### src/rtl/serial_pkg.sv
// -----------------------------------------------------------------------------
// serial_pkg
//   Shared definitions for the bit-serial subtractor.
//   - state_e   : controller state encoding (IDLE / RUN / DONE)
//   - DEFAULT_W : default operand/result width
//   - signed_ovf: signed-overflow rule for a - b, reused wherever the flag
//                 has to be derived from the operand and result sign bits
// -----------------------------------------------------------------------------
package serial_pkg;

    // Controller states. The encoding is fixed so that a state value read
    // from a debug probe can be matched directly against this table.
    typedef enum logic [1:0] {
        IDLE = 2'd0,
        RUN  = 2'd1,
        DONE = 2'd2
    } state_e;

    // Default operand/result width.
    localparam int DEFAULT_W = 8;

    // Signed overflow of a - b. Subtraction can only overflow when the
    // operands have different signs. It overflows when the result sign then
    // differs from the minuend sign.
    function automatic logic signed_ovf(
        input logic a_sign,
        input logic b_sign,
        input logic d_sign
    );
        return (a_sign != b_sign) && (d_sign != a_sign);
    endfunction

endpackage : serial_pkg

### src/rtl/serial_sub_fs.sv
// -----------------------------------------------------------------------------
// fs
//   One-bit full subtractor: computes x - y - z.
//   Ports:
//     x  : minuend bit
//     y  : subtrahend bit
//     z  : borrow in
//     d  : difference bit
//     bo : borrow out
// -----------------------------------------------------------------------------
module fs (
    input  logic x,
    input  logic y,
    input  logic z,
    output logic d,
    output logic bo
);

    assign d  = x ^ y ^ z;
    // A borrow is needed when the bits taken away (y plus the incoming borrow)
    // exceed x.
    assign bo = (~x & y) | (~x & z) | (y & z);

endmodule : fs

### src/rtl/serial_sub.sv
// -----------------------------------------------------------------------------
// serial_sub
//   Bit-serial W-bit subtractor. It computes d = a - b one bit per clock,
//   starting with the LSB. A single borrow flop carries the borrow from one
//   bit to the next. Only one operation is in flight at a time. Input and
//   output each use a valid/ready handshake.
//
//   Timing: operands are accepted at edge 0. Bits 0..W-1 are produced on
//   edges 1..W. The result and flags are latched on edge W, so out_valid is
//   high from edge W onward. The result is held until out_valid && out_ready.
//   in_ready rises on the cycle after that handshake. This gives at most one
//   operation every W+2 cycles.
//
//   Parameters:
//     W : operand/result width (W >= 2)
//   Ports:
//     clk       : clock; all state updates on posedge
//     rst       : synchronous reset, active-high
//     in_valid  : a/b valid
//     in_ready  : block can accept operands (high only in IDLE)
//     a         : minuend (unsigned or two's complement)
//     b         : subtrahend
//     out_valid : d and flags valid
//     out_ready : consumer accepts result
//     d         : a - b mod 2^W
//     bout      : final borrow (a < b unsigned)
//     ovf       : signed overflow
//     zero      : d == 0
// -----------------------------------------------------------------------------
module serial_sub
    import serial_pkg::*;
#(
    parameter int W = DEFAULT_W
) (
    input  logic         clk,
    input  logic         rst,
    input  logic         in_valid,
    output logic         in_ready,
    input  logic [W-1:0] a,
    input  logic [W-1:0] b,
    output logic         out_valid,
    input  logic         out_ready,
    output logic [W-1:0] d,
    output logic         bout,
    output logic         ovf,
    output logic         zero
);

    // Bit counter. It only ever needs to reach W-1.
    localparam int            CW       = (W > 2) ? $clog2(W) : 1;
    localparam logic [CW-1:0] CNT_LAST = CW'(W - 1);
    localparam logic [CW-1:0] CNT_ONE  = CW'(1);

    // ---------------------------------------------------------------------
    // State registers
    // ---------------------------------------------------------------------
    state_e        state_q,    state_d;
    logic [W-1:0]  a_sh_q,     a_sh_d;
    logic [W-1:0]  b_sh_q,     b_sh_d;
    logic [W-1:0]  d_sh_q,     d_sh_d;
    logic          borrow_q,   borrow_d;
    logic [CW-1:0] cnt_q,      cnt_d;
    logic          a_sign_q,   a_sign_d;
    logic          b_sign_q,   b_sign_d;

    // Output registers. These are kept separate from d_sh so that d does
    // not ripple while the next operation is shifting.
    logic [W-1:0]  d_q,        d_d;
    logic          bout_q,     bout_d;
    logic          ovf_q,      ovf_d;
    logic          zero_q,     zero_d;

    // ---------------------------------------------------------------------
    // Per-bit cell: operates on the current LSB of each shift register
    // ---------------------------------------------------------------------
    logic fs_di;
    logic fs_bo;

    fs fs0 (
        .x  (a_sh_q[0]),
        .y  (b_sh_q[0]),
        .z  (borrow_q),
        .d  (fs_di),
        .bo (fs_bo)
    );

    // The difference bit for this edge enters at the top of the shift
    // register. After W shifts, the LSB has reached bit 0.
    logic [W-1:0] d_shifted;
    assign d_shifted = {fs_di, d_sh_q[W-1:1]};

    // ---------------------------------------------------------------------
    // Next-state logic
    // ---------------------------------------------------------------------
    always_comb begin
        state_d  = state_q;
        a_sh_d   = a_sh_q;
        b_sh_d   = b_sh_q;
        d_sh_d   = d_sh_q;
        borrow_d = borrow_q;
        cnt_d    = cnt_q;
        a_sign_d = a_sign_q;
        b_sign_d = b_sign_q;
        d_d      = d_q;
        bout_d   = bout_q;
        ovf_d    = ovf_q;
        zero_d   = zero_q;

        unique case (state_q)
            IDLE: begin
                // in_ready is high throughout IDLE, so in_valid alone
                // completes the input handshake.
                if (in_valid) begin
                    a_sh_d   = a;
                    b_sh_d   = b;
                    borrow_d = 1'b0;
                    cnt_d    = '0;
                    a_sign_d = a[W-1];
                    b_sign_d = b[W-1];
                    state_d  = RUN;
                end
            end

            RUN: begin
                a_sh_d   = a_sh_q >> 1;
                b_sh_d   = b_sh_q >> 1;
                d_sh_d   = d_shifted;
                borrow_d = fs_bo;
                if (cnt_q == CNT_LAST) begin
                    // Last bit. Latch the result and flags straight from
                    // this edge's cell outputs, so they are visible at the
                    // same time as out_valid.
                    cnt_d   = '0;
                    state_d = DONE;
                    d_d     = d_shifted;
                    bout_d  = fs_bo;
                    ovf_d   = signed_ovf(a_sign_q, b_sign_q, fs_di);
                    zero_d  = (d_shifted == '0);
                end else begin
                    cnt_d = cnt_q + CNT_ONE;
                end
            end

            DONE: begin
                if (out_ready) begin
                    state_d = IDLE;
                end
            end

            default: begin
                state_d = IDLE;
            end
        endcase
    end

    // ---------------------------------------------------------------------
    // Registers. Reset takes priority over every other input.
    // ---------------------------------------------------------------------
    always_ff @(posedge clk) begin
        if (rst) begin
            state_q  <= IDLE;
            a_sh_q   <= '0;
            b_sh_q   <= '0;
            d_sh_q   <= '0;
            borrow_q <= 1'b0;
            cnt_q    <= '0;
            a_sign_q <= 1'b0;
            b_sign_q <= 1'b0;
            d_q      <= '0;
            bout_q   <= 1'b0;
            ovf_q    <= 1'b0;
            zero_q   <= 1'b0;
        end else begin
            state_q  <= state_d;
            a_sh_q   <= a_sh_d;
            b_sh_q   <= b_sh_d;
            d_sh_q   <= d_sh_d;
            borrow_q <= borrow_d;
            cnt_q    <= cnt_d;
            a_sign_q <= a_sign_d;
            b_sign_q <= b_sign_d;
            d_q      <= d_d;
            bout_q   <= bout_d;
            ovf_q    <= ovf_d;
            zero_q   <= zero_d;
        end
    end

    // Both handshake outputs are decoded directly from the state register,
    // so they are glitch-free and change only at clock edges.
    assign in_ready  = (state_q == IDLE);
    assign out_valid = (state_q == DONE);

    assign d    = d_q;
    assign bout = bout_q;
    assign ovf  = ovf_q;
    assign zero = zero_q;

endmodule : serial_sub

### config.mk
export PLATFORM = sky130hd
export DESIGN_NAME = serial_sub
export DESIGN_NICKNAME = d
export VERILOG_FILES = /design/src/rtl/serial_pkg.sv /design/src/rtl/serial_sub_fs.sv /design/src/rtl/serial_sub.sv
export SDC_FILE = /design/constraint.sdc
export NUM_CORES = 1
export LEC_CHECK = 0
export CORE_MARGIN = 2
export CORE_UTILIZATION = 61
export CTS_CLUSTER_DIAMETER = 200
export CTS_CLUSTER_SIZE = 10
export DETAILED_ROUTE_END_ITERATION = 16
export DONT_BUFFER_PORTS = 1
export PLACE_DENSITY = 0.88
export SYNTH_ARGS = -nofsm -noshare
export SYNTH_HDL_FRONTEND = slang
export SYNTH_SLANG_ARGS = --single-unit
export TNS_END_PERCENT = 10
### constraint.sdc
create_clock -name clk -period 2.1 [get_ports clk]
set_clock_uncertainty 0.2 [all_clocks]
set_input_delay 0.105 -clock clk [delete_from_list [all_inputs] [get_ports clk]]
set_output_delay 0.105 -clock clk [all_outputs]
set_load 0.02 [all_outputs]
# ---- Yosys cells after proc, flatten, opt, wreduce, memory -nomap -nowiden
# Index checks and enable logic that the tools add are counted.
dict set report classes {
  add_sub_neg 1
  n_eq_ne 8
  n_mux 13
  bitwise 8
  reduce_logical 8
}
# op n
set ops {}
lappend ops {{8-bit case mux with 2 select lines} 2}
lappend ops {{8-bit two-way mux} 2}
lappend ops {{8-bit logical NOT} 1}
lappend ops {{2-bit two-way mux} 3}
lappend ops {{3-bit two-way mux} 2}
lappend ops {{2-bit case mux with 3 select lines} 1}
lappend ops {{3-bit case mux with 2 select lines} 1}
lappend ops {{2-bit AND reduction} 3}
lappend ops {{2-bit != test (second input constant)} 2}
lappend ops {{3-bit by 1-bit adder with 3-bit output (second input constant)} 1}
lappend ops {{1-bit bitwise AND} 3}
lappend ops {{3-bit == test (second input constant)} 1}
lappend ops {{3-bit AND reduction} 1}
lappend ops {{2-bit by 1-bit == test with 1-bit output (second input constant)} 1}
lappend ops {{2-bit == test (second input constant)} 1}
lappend ops {{2-bit logical NOT} 1}
lappend ops {{1-bit != test} 2}
lappend ops {{2-bit by 1-bit != test with 1-bit output (second input constant)} 1}
lappend ops {{1-bit OR} 2}
lappend ops {{1-bit case mux with 2 select lines} 1}
lappend ops {{2-bit nonzero test} 1}
lappend ops {{1-bit XOR} 2}
lappend ops {{1-bit logical AND} 1}
lappend ops {{1-bit two-way mux} 1}
lappend ops {{1-bit inverter} 1}
dict set report word_totals {
  register_bits 43
  input_bits 20
  output_inout_bits 13
}

# ---- Longest topological paths before layout
dict set report depth {
  word_depth 5
  depth_mapped 6
}

# ---- Hierarchy
# Synthesis repeated with hierarchy kept, for this count alone.
dict set report hier_totals {
  cells_unflattened 197
  area_unflattened_um2 1855.5
}
# module n_inst cells_each area_per_inst_um2 seq_area_each_um2
set by_module_without_submodules {}
lappend by_module_without_submodules {serial_sub 1 194 1828.0 840.8}
lappend by_module_without_submodules {fs 1 3 27.5 0.0}

# ---- Worst setup path after synthesis
# No wires, ideal clock.
dict set report synth_timing {
  kind {register -> register}
  startpoint {register a_sh_q[0]}
  endpoint {register ovf_q (netlist: ovf)}
  setup_ns 0.088
  t_arrival_ns 1.536
  required_ns 1.812
  setup_slack_ns 0.275
  path_stages_with_launch 5
  n_path_buf 0
  synth_period_minus_slack_ns 1.825
  cell_sequence {dfxtp_1 -> inv_1 -> fa_1 -> or3b_2 -> a311oi_2}
}
dict set report synth_via {
  elab_chain_cells 4
}
# element line_no
set synth_rtl {}
lappend synth_rtl {{from (decl)} serial_sub.sv:58} ;# logic [W-1:0] a_sh_q, a_sh_d;
lappend synth_rtl {{from (signal assigned)} serial_sub.sv:175} ;# a_sh_q <= a_sh_d;
lappend synth_rtl {{1-bit XOR (2 in a row)} serial_sub_fs.sv:19} ;# assign d = x ^ y ^ z;
lappend synth_rtl {{1-bit != test} serial_pkg.sv:30} ;# return (a_sign != b_sign) && (d_sign != a_sign);
lappend synth_rtl {{1-bit logical AND} serial_pkg.sv:30}
lappend synth_rtl {{to (signal assigned)} serial_sub.sv:184} ;# ovf_q <= ovf_d;
lappend synth_rtl {{to (decl)} serial_sub.sv:70} ;# logic ovf_q, ovf_d;
# No other way between the ends.
# A chain may end at the register's enable or synchronous reset.

# ---- Worst setup path after layout
# Ends and elaborated chain as after synthesis.

==> results.sh <==
export IMPL_n_antenna_cell=0
export IMPL_fin_crit_sh_pct=94.9
export IMPL_status="finished clean"
export IMPL_crit_arrival_ps=2080
export IMPL_area_growth_pct=12.5
export IMPL_ys_types=34
export IMPL_dominantRegCellSynth="dfxtp_1"
export IMPL_die_y_um=59.5
export IMPL_max_cap_viol_count=0
export IMPL_cp_start_kind="register"
export IMPL_end_kind="register"
export IMPL_core_um2=2980
export IMPL_wl_per_cell_um=15.3
export IMPL_synth_top_cell_area_share_pct=44.8
export IMPL_drt_pass1_iterations=4
export IMPL_finalHoldViolations=0
export IMPL_grt_first_pass_wirelength_mm=6.20
export IMPL_avgSynthCellArea_um2=9.77
export IMPL_synth_cells=192
export IMPL_tns_ps=0
export IMPL_p_seq_share_pct=58.4
export IMPL_rr_worst_depth=4
export IMPL_vias=1404
export IMPL_grt_pass1_vias=1318
export IMPL_grt_max_degree=44
export IMPL_crit_chain="inv_1 -> fa_1 -> or3b_2 -> a311oi_2"
export IMPL_ys_seq_area_share_pct=44.8
export IMPL_cp_num_buf_inv=1
export IMPL_routed_wl_mm=3.73
export IMPL_p_int_mw=1.06
export IMPL_ir_drop_mv=0.501
export IMPL_cpPeakStageDelay_ps=520
export IMPL_cts_tree="built"
export IMPL_hold_path_depth=3
export IMPL_numPortBuffers=0
export IMPL_final_antenna_net_count=0
export IMPL_switchingPower_uw=411
export IMPL_finalPower_mw=1.47
export IMPL_fin_cells=244
export IMPL_comb_power_share_pct=14.1
export IMPL_worst_pin_slew_ps=458
export IMPL_crit_family="adder cells"
export IMPL_viasPerCell=5.75
export IMPL_r2r_start="a_sh_q[0]$_SDFFE_PP0P_"
export IMPL_hpwl_mm=2.42
export IMPL_synth_warnings=0
export IMPL_layout_nets=233
export IMPL_ys_top_cells_by_area="dfxtp_1, a211oi_2, mux2i_1, nand2_1, a21oi_1"
export IMPL_yosys_area_top_type="dfxtp_1"
export IMPL_switching_share_pct=27.9
export IMPL_ctsHtreeMaxLevel=2
export IMPL_synth_area_um2=1880
export IMPL_synth_most_common_cell="dfxtp_1"
export IMPL_hold_class="in2reg"
export IMPL_clock_latency_ps=360
export IMPL_period_needed_ps=1990
export IMPL_placed_cells=216
export IMPL_max_freq_mhz=502
export IMPL_holdPathEnd="b_sh_q[6]$_SDFFE_PP0P_"
export IMPL_p_clk_share_pct=27.5
export IMPL_cts_resized=0
export IMPL_synth_common_cells="dfxtp_1, nand2_1, nor2_1"
export IMPL_setup_violations=0
export IMPL_r2r_end="ovf$_SDFFE_PP0P_"
export IMPL_numCtsBuffers=5
export IMPL_p_leak_nw=0.766
export IMPL_cts_root_buf="clkbuf_4"
export IMPL_crit_path_max_fanout=5
export IMPL_clock_path_buffers=2
export IMPL_async_reset_ff_share_pct=0
export IMPL_initial_utilization_pct=63.0
export IMPL_powerDensity_nw_per_um2=699
export IMPL_first_iter_violations=58
export IMPL_antenna_found_initial=0
export IMPL_slew_viol_final=0
export IMPL_fp_dieW_um=59.5
export IMPL_rsz0062_at_grt="false"
export IMPL_row_count=20
export IMPL_cts_sinks=42
export IMPL_gp_congestion=0.833
export IMPL_critPathKind="reg2reg"
export IMPL_die_area_um2=3530
export IMPL_cp_data_required_time_ps=2190
export IMPL_grt_ovfl_total=0
export IMPL_drive_gt1_share_pct=18.5
export IMPL_hold_path_startpoint="in_valid"
export IMPL_ys_ff_latch=42
export IMPL_max_slew_margin_pct=69.5
export IMPL_n_fill_cell=202
export IMPL_reg2reg_setup_slack_ps=110
export IMPL_post_cts_repair_setup_buffers=0
export IMPL_slowest_stage="fa_1"
export IMPL_synth_edf_count=0
export IMPL_grtUsageTotal_pct=23.7
export IMPL_io_pins=33
export IMPL_clkTransAtPathRegs_ps=140
export IMPL_drc=0
export IMPL_fin_ws_ps=107
export IMPL_synth_nets=215
export IMPL_pre_cts_slack_ps=161
layout make-up:
class                           instances  area (µm²)  share of cell area [%]
Multi-Input combinational cell        133         910                    43.1
Sequential cell                        42         841                    39.9
Timing Repair Buffer                   25         248                    11.7
Tap cell                               33        41.3                    1.96
Clock buffer                            5        37.5                    1.78
Clock inverter                          3        21.3                    1.01
Inverter                                3        11.3                   0.534
power groups by stage:
stage | combinational, mW | clock [mW] | sequential [mW]
floorplan | 0.163 | 0 | 0.868
global placement | 0.148 | 0 | 0.874
detailed placement | 0.157 | 0 | 0.878
CTS | 0.206 | 0.420 | 0.860
global route | 0.229 | 0.445 | 0.865
finish | 0.207 | 0.405 | 0.861
placed cells by master (no fill, tap or decap), drive strengths merged, types with 3 or more instances in the layout:
cell type	synthesis	layout
a22oi	5	5
nand2	31	31
a211oi	16	16
mux2i	17	17
clkbuf	2	5
inv	3	3
dlygate4sd3	0	19
nor2	27	27
a21oi	16	16
dfxtp	42	42
buf	12	6
per-layer routing:
layer	vias up	part of all wire [%]	global-route usage, %
met5	-	0	0
met2	36	50	37.0
met3	6	5.6	7.21
met4	0	1.4	9.74
met1	666	43	30.4
li1	696	-	-
state kept, by name, summed over array words and instances (netlist names):
name	cells
a_sh_q	8
b_sh_q	8
d	8
d_sh_q	7
cnt_q	3
state_q	2
a_sign_q	1
b_sign_q	1
borrow_q	1
bout	1
ovf	1
zero	1
worst max path at each step:
stage	from	to	slack, ps	cells after the start
finish	a_sh_q[0]$_SDFFE_PP0P_	ovf$_SDFFE_PP0P_	110	4
global route	a_sh_q[0]$_SDFFE_PP0P_	ovf$_SDFFE_PP0P_	50	4
global placement	a_sh_q[0]$_SDFFE_PP0P_	ovf$_SDFFE_PP0P_	250	4
floorplan	a_sh_q[0]$_SDFFE_PP0P_	ovf$_SDFFE_PP0P_	280	4
detailed placement	a_sh_q[0]$_SDFFE_PP0P_	ovf$_SDFFE_PP0P_	160	4
CTS	a_sh_q[0]$_SDFFE_PP0P_	ovf$_SDFFE_PP0P_	140	4
worst reg2reg max path, stage by stage, from the launching register on:
cell	delay, ps
dfxtp_1	380
inv_1	70
fa_1	520
or3b_2	500
a311oi_2	270
cells by family after synthesis:
group           after synthesis  synth area share (%)
fa+ha+maj                     3                  2.40
flops                        42                  44.8
mux                          17                  9.07
buf+inv                      17                  6.67
compound gates               42                  18.9
simple gates                 71                  18.1
timing repair:
item                                   CTS  global route
endpoints found under the hold margin   42             0
hold buffers                            20             0
setup endpoints to repair                0             0
per-stage QoR:
| stage | hold WS (ps) | cell area (µm²) | utilization (%) |
|---|---|---|---|
| floorplan | 52.2 | 1880 | - |
| global placement | -24.6 | 1840 | 61.8 |
| detailed placement | -25.6 | 1840 | 61.8 |
| CTS | 124 | 2110 | 70.8 |
| global route | 155 | 2110 | 70.8 |
| finish | 137 | 2110 | 70.8 |
(Power assumes the default switching activity.)
